### src/rtl/hamming_pkg.sv
// hamming_pkg: shared Hamming(7,4) constants, types and the syndrome function.
// Codeword layout is {p1,p2,d0,p3,d1,d2,d3} on bits [6:0]; Hamming position k = bit 7-k.
package hamming_pkg;

    localparam int unsigned CODE_W = 7;
    localparam int unsigned DATA_W = 4;
    localparam int unsigned SYN_W  = 3;

    localparam int unsigned P1_BIT = 6;
    localparam int unsigned P2_BIT = 5;
    localparam int unsigned D0_BIT = 4;
    localparam int unsigned P3_BIT = 3;
    localparam int unsigned D1_BIT = 2;
    localparam int unsigned D2_BIT = 1;
    localparam int unsigned D3_BIT = 0;

    typedef logic [CODE_W-1:0] code_t;
    typedef logic [DATA_W-1:0] data_t;
    typedef logic [SYN_W-1:0]  syn_t;

    // Returns {s3,s2,s1}; a nonzero value is the Hamming position of a single-bit error.
    function automatic syn_t hamming_syndrome(input code_t c);
        logic s1, s2, s3;
        s1 = c[P1_BIT] ^ c[D0_BIT] ^ c[D1_BIT] ^ c[D3_BIT];
        s2 = c[P2_BIT] ^ c[D0_BIT] ^ c[D2_BIT] ^ c[D3_BIT];
        s3 = c[P3_BIT] ^ c[D1_BIT] ^ c[D2_BIT] ^ c[D3_BIT];
        return {s3, s2, s1};
    endfunction

endpackage

### src/rtl/hamming_decoder_74_syndrome.sv
// hamming_syndrome_74: purely combinational codeword -> syndrome.
module hamming_syndrome_74
    import hamming_pkg::*;
(
    input  logic [CODE_W-1:0] code,
    output logic [SYN_W-1:0]  syn
);

    assign syn = hamming_syndrome(code);

endmodule

### src/rtl/hamming_decoder_74.sv
// hamming_decoder_74: two-stage Hamming(7,4) single-error-correcting decoder
// with valid/ready handshakes on both sides and a global enable.
// Optional saturating corrected-word counter: define HAMMING_DEC_ERR_CNT_EN.
module hamming_decoder_74
    import hamming_pkg::*;
#(
    parameter int unsigned CNT_W = 8
) (
    input  logic              clk,
    input  logic              rst_n,
    input  logic              ena,
    input  logic [CODE_W-1:0] code_in,
    input  logic              in_valid,
    output logic              in_ready,
    output logic [DATA_W-1:0] data_out,
    output logic [SYN_W-1:0]  syndrome_out,
    output logic              corrected,
    output logic              out_valid,
    input  logic              out_ready,
    input  logic              cnt_clr,
    output logic [CNT_W-1:0]  err_count
);

    logic  s1_valid;
    code_t s1_code;
    syn_t  s1_syn;
    syn_t  syn_in;
    logic  s2_load;
    logic  s1_load;
    logic  accept;
    code_t flip_mask;
    code_t fixed_code;
    data_t fixed_data;

    hamming_syndrome_74 u_syndrome (
        .code (code_in),
        .syn  (syn_in)
    );

    assign s2_load  = !out_valid || out_ready;
    assign s1_load  = !s1_valid || s2_load;
    assign in_ready = ena && s1_load;
    assign accept   = in_valid && in_ready;

    // Stage 1: capture the accepted codeword and its syndrome; code_in is only sampled on accept.
    always_ff @(posedge clk) begin
        if (!rst_n) begin
            s1_valid <= 1'b0;
            s1_code  <= '0;
            s1_syn   <= '0;
        end else if (ena && s1_load) begin
            s1_valid <= in_valid;
            if (in_valid) begin
                s1_code <= code_in;
                s1_syn  <= syn_in;
            end
        end
    end

    // Correction: one-hot mask selecting codeword bit 7-syn, empty when syn is zero.
    always_comb begin
        flip_mask = '0;
        for (int unsigned k = 1; k <= CODE_W; k++) begin
            if (s1_syn == SYN_W'(k)) flip_mask = CODE_W'(1) << (CODE_W - k);
        end
    end

    assign fixed_code = s1_code ^ flip_mask;
    assign fixed_data = {fixed_code[D3_BIT], fixed_code[D2_BIT], fixed_code[D1_BIT], fixed_code[D0_BIT]};

    // Stage 2: register corrected data; held stable while downstream stalls.
    always_ff @(posedge clk) begin
        if (!rst_n) begin
            out_valid    <= 1'b0;
            data_out     <= '0;
            syndrome_out <= '0;
            corrected    <= 1'b0;
        end else if (ena && s2_load) begin
            out_valid <= s1_valid;
            if (s1_valid) begin
                data_out     <= fixed_data;
                syndrome_out <= s1_syn;
                corrected    <= (s1_syn != '0);
            end
        end
    end

`ifdef HAMMING_DEC_ERR_CNT_EN
    logic [CNT_W-1:0] err_cnt;

    // Saturating count of corrected words leaving the block; clear wins over increment.
    always_ff @(posedge clk) begin
        if (!rst_n) begin
            err_cnt <= '0;
        end else if (ena) begin
            if (cnt_clr) begin
                err_cnt <= '0;
            end else if (out_valid && out_ready && corrected && (err_cnt != '1)) begin
                err_cnt <= err_cnt + CNT_W'(1);
            end
        end
    end

    assign err_count = err_cnt;
`else
    logic unused_cnt_clr;

    assign unused_cnt_clr = cnt_clr;
    assign err_count      = '0;
`endif

endmodule

### config.mk
export PLATFORM = sky130hd
export DESIGN_NAME = hamming_decoder_74
export DESIGN_NICKNAME = d
export VERILOG_FILES = /design/src/rtl/hamming_pkg.sv /design/src/rtl/hamming_decoder_74_syndrome.sv /design/src/rtl/hamming_decoder_74.sv
export SDC_FILE = /design/constraint.sdc
export NUM_CORES = 1
export LEC_CHECK = 0
export CORE_ASPECT_RATIO = 1.4
export CORE_MARGIN = 4
export CORE_UTILIZATION = 43
export CTS_BUF_LIST = sky130_fd_sc_hd__clkbuf_16
export DETAILED_ROUTE_END_ITERATION = 8
export PLACE_DENSITY = 0.9
export SETUP_SLACK_MARGIN = 0.4
export SYNTH_ARGS = -nofsm -noshare
export SYNTH_HDL_FRONTEND = slang
export SYNTH_SLANG_ARGS = --single-unit
### constraint.sdc
create_clock -name clk -period 1.49 [get_ports clk]
set_input_delay 0.298 -clock clk [delete_from_list [all_inputs] [get_ports clk]]
set_output_delay 0.298 -clock clk [all_outputs]
set_load 0.01 [all_outputs]
==> results of run 1 <==
-- flip-flops by register name, indices dropped and copies added, names as in the netlist --
register      count
out_valid         1
corrected         1
data_out          4
s1_syn            3
s1_code           4
syndrome_out      3
s1_valid          1
-- worst max-delay path, delay by kind of cell (launching register included) --
kind / cells / cell delay (ns)
flip-flops: 1 / 0.30
AND/OR/NAND/NOR: 2 / 0.28
buffers and inverters: 1 / 0.13
-- final timing paths --
path                                  endpoint  slack [ns]
hold / removal    syndrome_out[2]$_SDFFE_PN0P_        0.47
setup reg to reg      data_out[1]$_SDFFE_PN0P_        0.33
setup / recovery                      in_ready        0.23
hold reg to reg   syndrome_out[2]$_SDFFE_PN0P_        0.47
-- power by group through the flow --
| stage | clock, W | sequential (W) | combinational [W] |
|---|---|---|---|
| after floorplan | 0 | 0.000505 | 0.000107 |
| final | 0.000533 | 0.000494 | 0.000226 |
| after CTS | 0.000537 | 0.000493 | 0.000199 |
| after global placement | 0 | 0.000505 | 0.000169 |
| after global routing | 0.000558 | 0.000497 | 0.000240 |
| after detailed placement | 0 | 0.000505 | 0.000177 |
-- area by class of cell --
class / count / area (um2) / share of cell area, %
clock buffers: 3 / 75.1 / 5.73
multi-input cells: 81 / 562 / 42.8
repair buffers: 35 / 283 / 21.6
clock inverters: 1 / 5.00 / 0.382
well taps: 20 / 25.0 / 1.91
flip-flops and latches: 17 / 354 / 27.0
inverters: 2 / 7.51 / 0.573
-- stage by stage --
stage / total power (W) / instances / area, um2
2_1_floorplan: 0.000612 / 112 / 880
3_3_place_gp: 0.000674 / 150 / 1110
3_5_place_dp: 0.000682 / 150 / 1110
4_1_cts: 0.00123 / 158 / 1240
5_1_grt: 0.00129 / 159 / 1310
6_report: 0.00125 / 159 / 1310
-- per-layer routing --
metal	GRT usage (%)	part of all wire, %	up-vias
met5	0	0	-
li1	-	-	425
met1	19.3	35	420
met3	2.97	5.6	9
met2	30.5	56	34
met4	12.6	3.1	0
-- cell usage in the layout, fill, tap and decap left out, types with 2 or more instances in the layout --
| cell | instances |
|---|---|
| a211oi_2 | 5 |
| a21oi_1 | 14 |
| a21oi_2 | 3 |
| a311oi_2 | 3 |
| and2_4 | 2 |
| buf_2 | 9 |
| buf_4 | 12 |
| buf_6 | 2 |
| clkbuf_16 | 3 |
| clkdlybuf4s50_1 | 3 |
| conb_1 | 8 |
| dfxtp_1 | 12 |
| dfxtp_2 | 2 |
| dfxtp_4 | 3 |
| dlygate4sd2_1 | 6 |
| nand2_1 | 5 |
| nand3_1 | 8 |
| nor2_1 | 3 |
| o21ai_0 | 4 |
| o21ai_1 | 4 |
| o21ai_2 | 3 |
| or3_1 | 3 |
| xnor2_1 | 6 |
| xnor2_2 | 2 |
-- logic make-up (layout without fill, tap and decap cells) --
| kind of cell | after synthesis | in the layout | share of synthesized area (%) |
|---|---|---|---|
| xor+xnor | 9 | 9 | 9.24 |
| flops | 17 | 17 | 39.9 |
| simple gates | 28 | 28 | 16.7 |
| compound gates | 36 | 36 | 23.9 |
| other cells | 1 | 8 | 0.439 |
| buf+inv | 14 | 41 | 9.82 |
-- repair_timing --
item / 4_1_cts / 5_1_grt
resized for setup: 75 / 21
buffers inserted: 4 / 1
pin swaps: 12 / 5
endpoints found under the setup margin: 27 / 19
==> metrics.md, run 1 <==
| Metric | Value |
|---|---|
| Period utilization | `84.6%` |
| Worst R2R Start | `s1_syn[0]$_SDFFE_PN0P_` |
| P_int | `~0.00094 W` |
| Io pins | `31` |
| Pre-CTS setup slack | `-0.397 ns` |
| PnR worst setup slack | `about 0.23 ns` |
| Worst path cell trace | `and3b_1 > nor2_1 > buf_2` |
| Worst hold slack | `between 0.4 and 0.5 ns` |
| WP data arrival | `around 0.96 ns` |
| Worst setup startpoint | `out_valid$_SDFFE_PN0P_` |
| Via Count | `between 800 and 900` |
| Clock Path Buffers | `2` |
| Layout cell share with drive strength beyond 1 | `between 40% and 50%` |
| Hold Path Class | `reg -> reg` |
| # clock sinks | `17` |
| Post-route ant nets | `0` |
| Netlist cell types | `23` |
| Routability cong. | `roughly 0.79` |
| Most used DFF post-synth | `dfxtp_1` |
| Area delta synth->final | `53.7%` |
| Post-synth ARST share | `0%` |
| H-tree depth | `1` |
| Drt pass-1 iters | `4` |
| Yosys top cell area share | `roughly two fifths` |
| Yosys reg bits | `17` |
| Clk_skew | `around 0.0017 ns` |
| Sequential Power Share | `about two fifths` |
| Drt via density | `roughly 5.6` |
| Later-pin clock latency in the skew report | `0.25 ns` |
| # rows | `18` |
| Min-Delay Path Depth | `2` |
| Pin count of the biggest net entering global routing | `18` |
| Combinational Power Share | `~18%` |
| Slew Viols, Final | `0` |
| DRC viols | `0` |
| IO buf count | `21` |
| Synth Instances | `105` |
| Initial Utilization | `46.8%` |
| Pwr Density | `approximately 960 mW/mm2` |
| Crit. End Element | `primary output` |
| Final setup TNS | `0 ns` |
| Hold_buf cts | `0` |
| Post-synth EDFFs | `0` |
| Die width | `between 40 and 50 um` |
| Initial antenna violation count | `0` |
| Leak Pwr | `~0.53 nW` |
| Fmax | `slightly below 0.8 GHz` |
| Mapped cell area | `853 um2` |
| Synth area leaders | `dfxtp_1, a21oi_1, xnor2_1` |
| Max_cap viols | `0` |
| Final HPWL DP | `~1500 um` |
| Total grt overflow | `0` |
| Worst-path clk slew | `0.05 ns` |
| Final Util | `71.9%` |
| Final setup violation count | `0` |
| CTS tree | `done` |
| Chip Height | `roughly 61 um` |
| Synthesis Warnings | `0` |
| Final wirelength | `~2500 um` |
| Tmin final | `approximately 1.3 ns` |
| Routed wire per std cell | `~16 um` |
| Worst setup SP type | `register` |
| Synth Area per Inst | `~8.1 um2` |
| Net Switching | `between 0.0003 and 0.0004 W` |
| Max stage delay on crit path | `approximately 0.30 ns` |
| Clock root buffer | `clkbuf_16` |
| # diodes | `0` |
| Cell depth of the worst flop-to-flop path | `3` |
| CP max FO | `2` |
| Synth cell count leaders | `a21oi_1, dfxtp_1, o21ai_0` |
| Layout Nets | `about 150` |
| Leading area contributor after synthesis | `dfxtp_1` |
| Status | `complete, no violations` |
| Count of final hold-check violations | `0` |
| Cts bufs inserted | `3` |
| Peak supply drop | `approximately 0.0008 V` |
| Sw Share | `roughly a quarter` |
| # fillers | `approximately 140` |
| RSZ-0062 raised after global routing | `yes` |
| Worst Hold Launch | `syndrome_out[2]$_SDFFE_PN0P_` |
| Setup Crit Path Kind | `reg -> out` |
| Global-route wire length before repair | `3570 um` |
| Sequential area share after synthesis | `between 30% and 40%` |
| Vias in the first global route | `~840` |
| CP Data Required Time | `about 1.2 ns` |
| DRT iter0 DRCs | `30` |
| Crit path max-delay cell type | `dfxtp_1` |
| Core box area | `0.00182 mm2` |
| GRT Total Usage | `between 10% and 20%` |
| Clock power share | `~43%` |
| Die area | `roughly 0.0028 mm2` |
No activity file was read; power rests on OpenSTA's default activity.
==> run 2: changes to the inputs <==
--- a/config.mk
+++ b/config.mk
@@ -7,10 +7,10 @@
 export LEC_CHECK = 0
 export CORE_ASPECT_RATIO = 1.4
 export CORE_MARGIN = 4
-export CORE_UTILIZATION = 43
+export CORE_UTILIZATION = 39
 export CTS_BUF_LIST = sky130_fd_sc_hd__clkbuf_16
 export DETAILED_ROUTE_END_ITERATION = 8
-export PLACE_DENSITY = 0.9
+export PLACE_DENSITY = 0.86
 export SETUP_SLACK_MARGIN = 0.4
 export SYNTH_ARGS = -nofsm -noshare
 export SYNTH_HDL_FRONTEND = slang
==> constraint.sdc (replaced) <==
create_clock -name clk -period 1.1 [get_ports clk]
set_input_delay 0.22 -clock clk [delete_from_list [all_inputs] [get_ports clk]]
set_output_delay 0.22 -clock clk [all_outputs]
set_load 0.01 [all_outputs]
==> metrics.md, run 2 (synthesized netlist as in run 1, its figures left out) <==
| Metric | Value |
|---|---|
| Cts bufs inserted | `3` |
| Max_cap viols | `0` |
| # clock sinks | `17` |
| Placed cells | `around 150` |
| Net Switching | `0.000452 W` |
| Via Count | `about 970` |
| Cell depth of the worst flop-to-flop path | `6` |
| DRT iter0 DRCs | `37` |
| RSZ-0062 raised after global routing | `yes` |
| Clock power share | `between 40% and 50%` |
| Setup Crit Path Kind | `reg -> reg` |
| # diodes | `0` |
| Die width | `between 40 and 50 um` |
| Layout Nets | `approximately 170` |
| Initial antenna violation count | `0` |
| Area delta synth->final | `81.1%` |
| Biggest regs | `data_out x4, s1_code x4` |
| Clock Path Buffers | `2` |
| Initial Utilization | `42.2%` |
| Io pins | `31` |
| Later-pin clock latency in the skew report | `0.25 ns` |
| Layout cell share with drive strength beyond 1 | `between 50 and 60%` |
| CTS tree | `done` |
| Final setup violation count | `17` |
| Global-route wire length before repair | `~4100 um` |
| Most frequent cells in the layout | `buf_6, buf_4, a21oi_1, dfxtp_2` |
| Fmax | `around 0.8 GHz` |
| Routability cong. | `around 0.8` |
| Worst r2r dst | `s1_code[2]$_SDFFE_PN0P_` |
| Worst R2R Start | `out_valid$_SDFFE_PN0P_` |
| Worst-path clk slew | `approximately 0.05 ns` |
| Core box area | `a little over 0.002 mm2` |
| Tmin final | `1.23 ns` |
| Leak Pwr | `approximately 0.60 nW` |
| CP max FO | `5` |
| Status | `finished with violations` |
| GRT Total Usage | `slightly below 20%` |
| DRC viols | `0` |
| Worst setup SP type | `register` |
| IO buf count | `21` |
| Clk_skew | `~0.0014 ns` |
| FF-to-FF setup slack | `-0.13 ns` |
| Hold Path Class | `in -> reg` |
| Sw Share | `25.6%` |
| Routed wire per std cell | `between 15 and 20 um` |
| Slew Viols, Final | `0` |
| Combinational Power Share | `around a fifth` |
| Failing checks | `negative setup slack` |
| Clock root buffer | `clkbuf_16` |
| Count of final hold-check violations | `0` |
| Vias in the first global route | `913` |
| Final HPWL DP | `~1600 um` |
| Chip Height | `between 60 and 70 um` |
| Pwr Density | `~1100 mW/mm2` |
| Hold_buf cts | `0` |
| Post-route ant nets | `0` |
| Final wirelength | `between 3000 and 4000 um` |
| Worst setup endpoint | `s1_code[2]$_SDFFE_PN0P_` |
| Peak supply drop | `around 0.00086 V` |
| Total grt overflow | `0` |
| Sequential Power Share | `a little under two fifths` |
| CP Data Required Time | `between 1 and 1.5 ns` |
| H-tree depth | `1` |
| Pin count of the biggest net entering global routing | `11` |
| PnR worst setup slack | `-0.127 ns` |
| Worst setup startpoint | `out_valid$_SDFFE_PN0P_` |
| Drt pass-1 iters | `4` |
| Crit. End Element | `register` |
| Die area | `0.00301 mm2` |
| # rows | `19` |
| Layout Cells excl Fill | `173` |
| WP data arrival | `1.41 ns` |
| P_int | `between 0.001 and 0.0015 W` |
| Drt via density | `roughly 5.6` |
| Final Util | `~76%` |
| Period utilization | `112%` |
run 2: changes by cell type in the layout (fill, tap and decap cells not counted), moves of 6 or more:
cell | previous run | this run
buf_2 | 9 | 0
buf_4 | 12 | 18
buf_6 | 2 | 18
dfxtp_1 | 12 | 4
dfxtp_2 | 2 | 9
run 2: power by group through the flow:
stage	logic [W]	clock network (W)	registers, W
final	0.000358	0.000731	0.000674
after global routing	0.000381	0.000761	0.000677
after CTS	0.000316	0.000737	0.000671
after detailed placement	0.000265	0	0.000682
after global placement	0.000257	0	0.000680
after floorplan	0.000157	0	0.000686
run 2: worst min-delay path by stage:
stage	start	endpoint	slack, ns	cells past startpoint
finish	code_in[0]	s1_code[0]$_SDFFE_PN0P_	0.45	3
global placement	syndrome_out[1]$_SDFFE_PN0P_	syndrome_out[1]$_SDFFE_PN0P_	0.47	2
detailed placement	syndrome_out[0]$_SDFFE_PN0P_	syndrome_out[0]$_SDFFE_PN0P_	0.48	2
floorplan	code_in[0]	s1_code[0]$_SDFFE_PN0P_	0.37	2
global route	code_in[0]	s1_code[0]$_SDFFE_PN0P_	0.46	3
CTS	code_in[0]	s1_code[0]$_SDFFE_PN0P_	0.44	3
run 2: what timing repair did:
item	4_1_cts	5_1_grt
pin swaps	22	17
setup buffers	9	5
gates cloned	1	0
setup endpoints to repair	27	27
resized for setup	87	15
run 2: per-stage QoR:
step	area [um2]	worst slack [ns]	total power [W]	hold WS, ns	TNS, ns
after floorplan	936	0.0825	0.000844	0.372	0
after global placement	1170	-0.636	0.000938	0.469	-6.28
after detailed placement	1170	-0.649	0.000948	0.478	-6.83
after CTS	1450	-0.136	0.00172	0.440	-0.602
after global routing	1550	-0.165	0.00182	0.464	-1.98
final	1550	-0.127	0.00176	0.454	-1.23
run 2: final cells by class:
cell class / count / area, um2
flip-flops and latches: 17 / 367
clock inverters: 1 / 3.75
repair buffers: 47 / 444
fillers: 143 / 475
inverters: 2 / 7.51
clock buffers: 3 / 75.1
well taps: 21 / 26.3
multi-input cells: 82 / 622
run 2: per-layer routing:
layer  GRT usage [%]  up-vias  routed length, um
li1                -      456                  -
met1            22.0      464               1120
met2            31.0       41               1660
met3            2.56       13                164
met4            13.1        0                144
met5               0        -                  0
run 2: worst max-delay path, cell delays in order, from the launching register on:
cell and delay, ns:
dfxtp_4 0.33, buf_4 0.13, buf_6 0.12, nand3b_1 0.19
buf_6 0.16, nand3_2 0.08, a21oi_1 0.13
